`src/rtl/fb_arb_pkg.sv`:
```
// Shared definitions for the frame-buffer arbiter: default widths, guard FSM
// state encoding and the registered memory command layout.
package fb_arb_pkg;

  localparam int FB_ADDR_W = 17;
  localparam int FB_DATA_W = 12;

  typedef enum logic {
    RD_PRI   = 1'b0,
    WR_FORCE = 1'b1
  } arb_state_e;

  typedef struct packed {
    logic [FB_ADDR_W-1:0] addr;
    logic                 we;
    logic [FB_DATA_W-1:0] wdata;
  } mem_cmd_t;

endpackage

```
`src/rtl/fb_rd_return_pipe.sv`:
```
// Read return pipeline: tracks accepted reads through the memory latency and
// captures mem_rdata into the registered rd_data/rd_data_valid outputs.
module fb_rd_return_pipe
  import fb_arb_pkg::*;
#(
  parameter int RD_LAT = 2,
  parameter int DATA_W = FB_DATA_W
) (
  input  logic              clk,
  input  logic              reset,
  input  logic              tok_in,
  input  logic [DATA_W-1:0] mem_rdata,
  output logic [DATA_W-1:0] rd_data,
  output logic              rd_data_valid
);

  // Stage k is high in the cycle k+1 after acceptance; the last stage lines up
  // with the cycle in which mem_rdata holds the requested word.
  logic [RD_LAT:0]   vld_q, vld_d;
  logic [DATA_W-1:0] rd_data_q, rd_data_d;
  logic              rd_data_valid_q, rd_data_valid_d;

  always_comb begin
    vld_d           = {vld_q[RD_LAT-1:0], tok_in};
    rd_data_valid_d = vld_q[RD_LAT];
    rd_data_d       = rd_data_q;
    if (vld_q[RD_LAT]) begin
      rd_data_d = mem_rdata;
    end
  end

  always_ff @(posedge clk) begin
    if (reset) begin
      vld_q           <= '0;
      rd_data_q       <= '0;
      rd_data_valid_q <= 1'b0;
    end else begin
      vld_q           <= vld_d;
      rd_data_q       <= rd_data_d;
      rd_data_valid_q <= rd_data_valid_d;
    end
  end

  assign rd_data       = rd_data_q;
  assign rd_data_valid = rd_data_valid_q;

endmodule

```
`src/rtl/fb_arbiter.sv`:
```
// Single-port frame-buffer arbiter: read-priority grant, registered memory
// command, fixed-latency read return. Optional write-starvation guard: FB_ARB_STARVE_GUARD_EN.
module fb_arbiter
  import fb_arb_pkg::*;
#(
  parameter int ADDR_W     = FB_ADDR_W,
  parameter int DATA_W     = FB_DATA_W,
  parameter int RD_LAT     = 2,
  parameter int STARVE_MAX = 8
) (
  input  logic              clk,
  input  logic              reset,
  input  logic              wr_valid,
  input  logic [ADDR_W-1:0] wr_addr,
  input  logic [DATA_W-1:0] wr_data,
  output logic              wr_ready,
  input  logic              rd_valid_in,
  input  logic [ADDR_W-1:0] rd_addr,
  output logic              rd_ready,
  output logic [DATA_W-1:0] rd_data,
  output logic              rd_data_valid,
  output logic [ADDR_W-1:0] mem_addr,
  output logic              mem_we,
  output logic [DATA_W-1:0] mem_wdata,
  input  logic [DATA_W-1:0] mem_rdata
);

  // Handshake: a request transfers in the cycle where valid & ready are both
  // high; requesters hold addr/data stable until then. Ready never depends on
  // mem_rdata and both readies stay low while reset is high.
  logic wr_acc, rd_acc;

`ifdef FB_ARB_STARVE_GUARD_EN
  localparam int CNT_W = $clog2(STARVE_MAX + 1);

  arb_state_e       state_q, state_d;
  logic [CNT_W-1:0] cnt_q, cnt_d;

  always_comb begin
    rd_ready = 1'b0;
    wr_ready = 1'b0;
    state_d  = state_q;
    cnt_d    = cnt_q;
    if (!reset) begin
      if (state_q == WR_FORCE) begin
        wr_ready = wr_valid;
      end else begin
        rd_ready = rd_valid_in;
        wr_ready = wr_valid & ~rd_valid_in;
      end
    end
    case (state_q)
      RD_PRI: begin
        if (wr_valid && !wr_ready) begin
          if (cnt_q == CNT_W'(STARVE_MAX - 1)) begin
            state_d = WR_FORCE;
            cnt_d   = '0;
          end else begin
            cnt_d = cnt_q + 1'b1;
          end
        end else begin
          cnt_d = '0;
        end
      end
      WR_FORCE: begin
        state_d = RD_PRI;
        cnt_d   = '0;
      end
      default: begin
        state_d = RD_PRI;
        cnt_d   = '0;
      end
    endcase
  end

  always_ff @(posedge clk) begin
    if (reset) begin
      state_q <= RD_PRI;
      cnt_q   <= '0;
    end else begin
      state_q <= state_d;
      cnt_q   <= cnt_d;
    end
  end
`else
  always_comb begin
    rd_ready = ~reset & rd_valid_in;
    wr_ready = ~reset & wr_valid & ~rd_valid_in;
  end
`endif

  assign wr_acc = wr_valid & wr_ready;
  assign rd_acc = rd_valid_in & rd_ready;

  logic [ADDR_W-1:0] mem_addr_q, mem_addr_d;
  logic [DATA_W-1:0] mem_wdata_q, mem_wdata_d;
  logic              mem_we_q, mem_we_d;

  always_comb begin
    mem_addr_d  = mem_addr_q;
    mem_wdata_d = mem_wdata_q;
    mem_we_d    = 1'b0;
    if (wr_acc) begin
      mem_addr_d  = wr_addr;
      mem_wdata_d = wr_data;
      mem_we_d    = 1'b1;
    end else if (rd_acc) begin
      mem_addr_d = rd_addr;
    end
  end

  always_ff @(posedge clk) begin
    if (reset) begin
      mem_addr_q  <= '0;
      mem_wdata_q <= '0;
      mem_we_q    <= 1'b0;
    end else begin
      mem_addr_q  <= mem_addr_d;
      mem_wdata_q <= mem_wdata_d;
      mem_we_q    <= mem_we_d;
    end
  end

  assign mem_addr  = mem_addr_q;
  assign mem_wdata = mem_wdata_q;
  assign mem_we    = mem_we_q;

  fb_rd_return_pipe #(
    .RD_LAT (RD_LAT),
    .DATA_W (DATA_W)
  ) u_rd_return_pipe (
    .clk           (clk),
    .reset         (reset),
    .tok_in        (rd_acc),
    .mem_rdata     (mem_rdata),
    .rd_data       (rd_data),
    .rd_data_valid (rd_data_valid)
  );

endmodule

```
`config.mk`:
```
export PLATFORM = sky130hd
export DESIGN_NAME = fb_arbiter
export DESIGN_NICKNAME = d
export VERILOG_FILES = /design/src/rtl/fb_arb_pkg.sv /design/src/rtl/fb_rd_return_pipe.sv /design/src/rtl/fb_arbiter.sv
export SDC_FILE = /design/constraint.sdc
export NUM_CORES = 1
export LEC_CHECK = 0
export ABC_AREA = 1
export CORE_MARGIN = 10
export CORE_UTILIZATION = 41
export DETAILED_ROUTE_END_ITERATION = 7
export PLACE_DENSITY = 0.94
export SLEW_MARGIN = 20
export SYNTH_ARGS = -nofsm -noshare
export SYNTH_HDL_FRONTEND = slang
export SYNTH_SLANG_ARGS = --single-unit
export TNS_END_PERCENT = 20
```
`constraint.sdc`:
```
create_clock -name clk -period 1.6 [get_ports clk]
set_input_delay 0.24 -clock clk [delete_from_list [all_inputs] [get_ports clk]]
set_output_delay 0.24 -clock clk [all_outputs]
set_load 0.05 [all_outputs]
```
After elaboration in Yosys (flattened, before gate mapping)
Cells that the tools add are included.

word-level totals
  flip-flop bits (word level) = 46
  logic and storage cells = 17
  output and inout bits = 45

cells by class
  reductions and logical operators = 1
  muxes and demuxes = 3
  bitwise logic cells = 7

operators with widths
  kind               count
  $mux 17            2
  $and 1x1->1        5
  $not 1->1          2
  $reduce_bool 2->1  1
  $mux 1             1

Depth between registers and ports, before layout
  depth after elaboration = 5
  gate-level depth with buffers = 7
  mapped depth without buffers = 6

Cells and area by module
A second synthesis with hierarchy kept.

second synthesis, totals
  cells, all modules = 296
  area, all modules = 2065.7 um^2

modules (own cells, without submodules)
  module             area each (um^2)  sequential area each (um^2)  cells each  instances
  fb_arbiter         1415.1            600.6                        207         1
  fb_rd_return_pipe  650.6             320.3                        89          1

Worst setup path after synthesis
Ideal clock, no wire load.

  path type = input port to output port
  start = input port rd_valid_in
  end = output port rd_ready
  cell stages on the path = 4
  slack = 117 ps
  arrival time = 1243 ps
  required time = 1360 ps
  buffers on the path = 2
  cells stage by stage = inv_1 > buf_2 > buf_2 > nor2_1

between the ends
  cells in the longest elaborated chain, start to end = 1

RTL lines
  element      RTL line          source
  from (decl)  fb_arbiter.sv:17  input logic rd_valid_in,
  $and 1x1->1  fb_arbiter.sv:87  rd_ready = ~reset & rd_valid_in;
  to (decl)    fb_arbiter.sv:19  output logic rd_ready,

No other way between the ends.

Final worst setup path
  start = input port reset
  end = output port wr_ready

between the ends
  cells in the longest elaborated chain, start to end = 3

RTL lines
  element                    RTL line          source
  from (decl)                fb_arbiter.sv:12  input logic reset,
  $not 1->1                  fb_arbiter.sv:88  wr_ready = ~reset & wr_valid & ~rd_valid_in;
  $and 1x1->1 (2 in series)  fb_arbiter.sv:88
  to (decl)                  fb_arbiter.sv:16  output logic wr_ready,

No other way between the ends.

==> qor.csv <==
metric;value;unit
status;complete, no violations;
port bufs;106;
cell count after synthesis;270;
Reg clk slew, reported paths;0.08;ns
drt drc;0;
worst path bufs/invs;4;
Avg WL per Cell;14.3;um
max_slew headroom;0.745;
CTS tree;built;
max-cap violations;0;
Bufs on Longest Clock Path;2;
critical path endpoint category;primary output;
CP Depth;5;
crit path launch type;primary input;
synthesized area;0.00191;mm^2
Initial Util;0.431;
CTS buffer count;5;
CP peak stage delay;0.44;ns
Lkg Pwr;1.55;nW
Setup-failing EPs final;0;
Finished Layout Cells;434;
remaining global-route overflow;0;
core area;0.00444;mm^2
RR Startpoint;u_rd_return_pipe.vld_q[2];
placed cells;426;
r2r setup slk;0.45;ns
layout cell share with drive strength beyond 1;0.194;
CTS sink count;46;
Crit Path Category;primary input to primary output;
clk_lat worst skew;0.30;ns
die area;0.00780;mm^2
die height;88.3;um
Mapped Avg Cell Area;7.09;um^2
CP cell instances;clkdlybuf4s50_1 > inv_2 > nand3_2 > inv_2 > buf_12;
Layout Cell Area excl Fill;0.00309;mm^2
Yosys cell types;14;
initial antenna violation count;0;
minimum clock period;1.47;ns
CP arrival;1.23;ns
largest net degree at the start of global routing;36;
RSZ-0062 raised after global routing;no;
Total Power;2.69;mW
crit path capture;wr_ready;
iteration-0 DRC count of the detailed router;95;
fmax;683;MHz
vias per cell;4.87;
most used cell, CP;inv_2;
chip width;88.3;um
Max IR drop VDD;0.000667;V
post-synthesis sequential area ratio;0.481;
hpwl dp;4930;um
max-slew violations;0;
Storage cell area;921;um^2
placed cell area;0.00299;mm^2
Worst-Margin Slew;0.382;ns
worst-path fanout max;4;
data required time of the critical path;1.36;ns
CTS root buffer;clkbuf_8;
Row Count;24;
pwr/cell area;870;mW/mm^2
Critical Path Source;reset;
Hold Path Class;register to register;
fillers;386;
first-pass GRT wire length;9950;um
Tcrit/Tclk final;0.916;
number of global-route vias before repair;2133;
Final ANT Viol Nets;0;
Syn-to-layout area delta;61.6;%
I/O pins;107;
YS warnings;0;
DRT Wirelength;6190;um
total number of vias;2114;
worst r2r path cells;3;
Final GP Congestion;0.796;
multi-input logic area;749;um^2
drt first pass iters;4;
setup tns final;0;ns
highest-delay cell along the critical path;clkdlybuf4s50_1;
Max H-tree Level;2;
cell family with most CP delay;buffers and inverters;
Final Hold Fails;0;
Ant. Diodes;0;
syn_nets;332;
Total GRT Usage;0.160;
#FFs+latches synth;46;
FF-to-FF End;u_rd_return_pipe.rd_data[0];
Nets;443;
Layout Skew;0.00108;ns
sequential cells by signal (all words and copies together), names as in the netlist:
name                            flops
mem_wdata                          12
u_rd_return_pipe.rd_data_valid      1
u_rd_return_pipe.rd_data           12
mem_we                              1
mem_addr                           17
u_rd_return_pipe.vld_q              3
how the worst min path moves through the flow:
stage / start / endpoint / slack [ns] / cells after the start
3_3_place_gp: u_rd_return_pipe.vld_q[1] / u_rd_return_pipe.vld_q[2] / 0.40 / 2
5_1_grt: u_rd_return_pipe.vld_q[1] / u_rd_return_pipe.vld_q[2] / 0.42 / 2
4_1_cts: u_rd_return_pipe.vld_q[1] / u_rd_return_pipe.vld_q[2] / 0.41 / 2
2_1_floorplan: wr_data[10] / mem_wdata[10] / 0.35 / 2
6_report: u_rd_return_pipe.vld_q[1] / u_rd_return_pipe.vld_q[2] / 0.41 / 2
3_5_place_dp: u_rd_return_pipe.vld_q[1] / u_rd_return_pipe.vld_q[2] / 0.39 / 2
stage by stage:
| stage | util | setup slack, ns | hold WS (ns) |
|---|---|---|---|
| after floorplan | - | 0.117 | 0.351 |
| after CTS | 0.695 | 0.0202 | 0.407 |
| after global placement | 0.674 | 0.0354 | 0.397 |
| after global routing | 0.696 | 0.0635 | 0.420 |
| final | 0.696 | 0.135 | 0.406 |
| after detailed placement | 0.674 | 0.0107 | 0.395 |
power breakdown:
part           internal, mW  total [mW]  switching [mW]
Clock                 0.347       0.726           0.379
Combinational         0.302       0.722           0.421
Sequential             1.21        1.24          0.0337
Total                  1.86        2.69           0.833
worst reg2reg max path, stage by stage, from the launching register on:
cell and delay, ns:
dfxtp_1 0.54, inv_1 0.28, nor2_1 0.17, nor2_1 0.06
timing repair:
action | CTS | global route
endpoints found under the setup margin | 0 | 1
gates resized for setup | 0 | 2
hold buffers | 0 | 0
buffers inserted | 0 | 0
cell type report:
class / instances / area share
clock buffer: 6 / 0.0267
clock inverter: 2 / 0.00404
inverter: 42 / 0.0510
multi-input combinational: 164 / 0.242
sequential: 46 / 0.298
tap: 52 / 0.0210
timing repair buffer: 122 / 0.357
synth_stat cells:
library cell / count / share of area
o21ai_0: 12 / 0.031
nand2_1: 58 / 0.11
clkbuf_1: 8 / 0.016
inv_1: 40 / 0.078
buf_1: 1 / 0.0020
nand3_1: 30 / 0.078
dfxtp_1: 46 / 0.48
nand4_1: 17 / 0.056
buf_6: 2 / 0.012
buf_2: 7 / 0.018
inv_2: 2 / 0.0039
nor2_1: 29 / 0.057
o21ai_4: 1 / 0.0085
a21oi_1: 17 / 0.044
placed cells by master (no fill, tap or decap):
| cell | Yosys | layout |
|---|---|---|
| clkbuf_8 | 0 | 6 |
| clkinv_2 | 0 | 1 |
| nand3_1 | 30 | 29 |
| nand3_2 | 0 | 1 |
| inv_2 | 2 | 3 |
| dfxtp_1 | 46 | 46 |
| o21ai_0 | 12 | 12 |
| buf_12 | 0 | 3 |
| nor2_1 | 29 | 29 |
| clkinvlp_4 | 0 | 1 |
| a21oi_1 | 17 | 17 |
| nand2_1 | 58 | 58 |
| o21ai_4 | 1 | 1 |
| buf_4 | 0 | 58 |
| nand4_1 | 17 | 17 |
| inv_1 | 40 | 39 |
| clkdlybuf4s50_1 | 0 | 61 |
routing by layer:
metal,GRT usage,share of wire
met5,0,0
met4,0.0617,0.022
met3,0.0726,0.11
met2,0.278,0.49
met1,0.166,0.38
kinds of logic after synthesis:
| kind of cell | after synthesis | share of synthesized area |
|---|---|---|
| simple gates | 134 | 0.305 |
| buf+inv | 60 | 0.130 |
| compound gates | 30 | 0.0843 |
| flops | 46 | 0.481 |
Note: power is estimated with default switching activity, not from simulation.
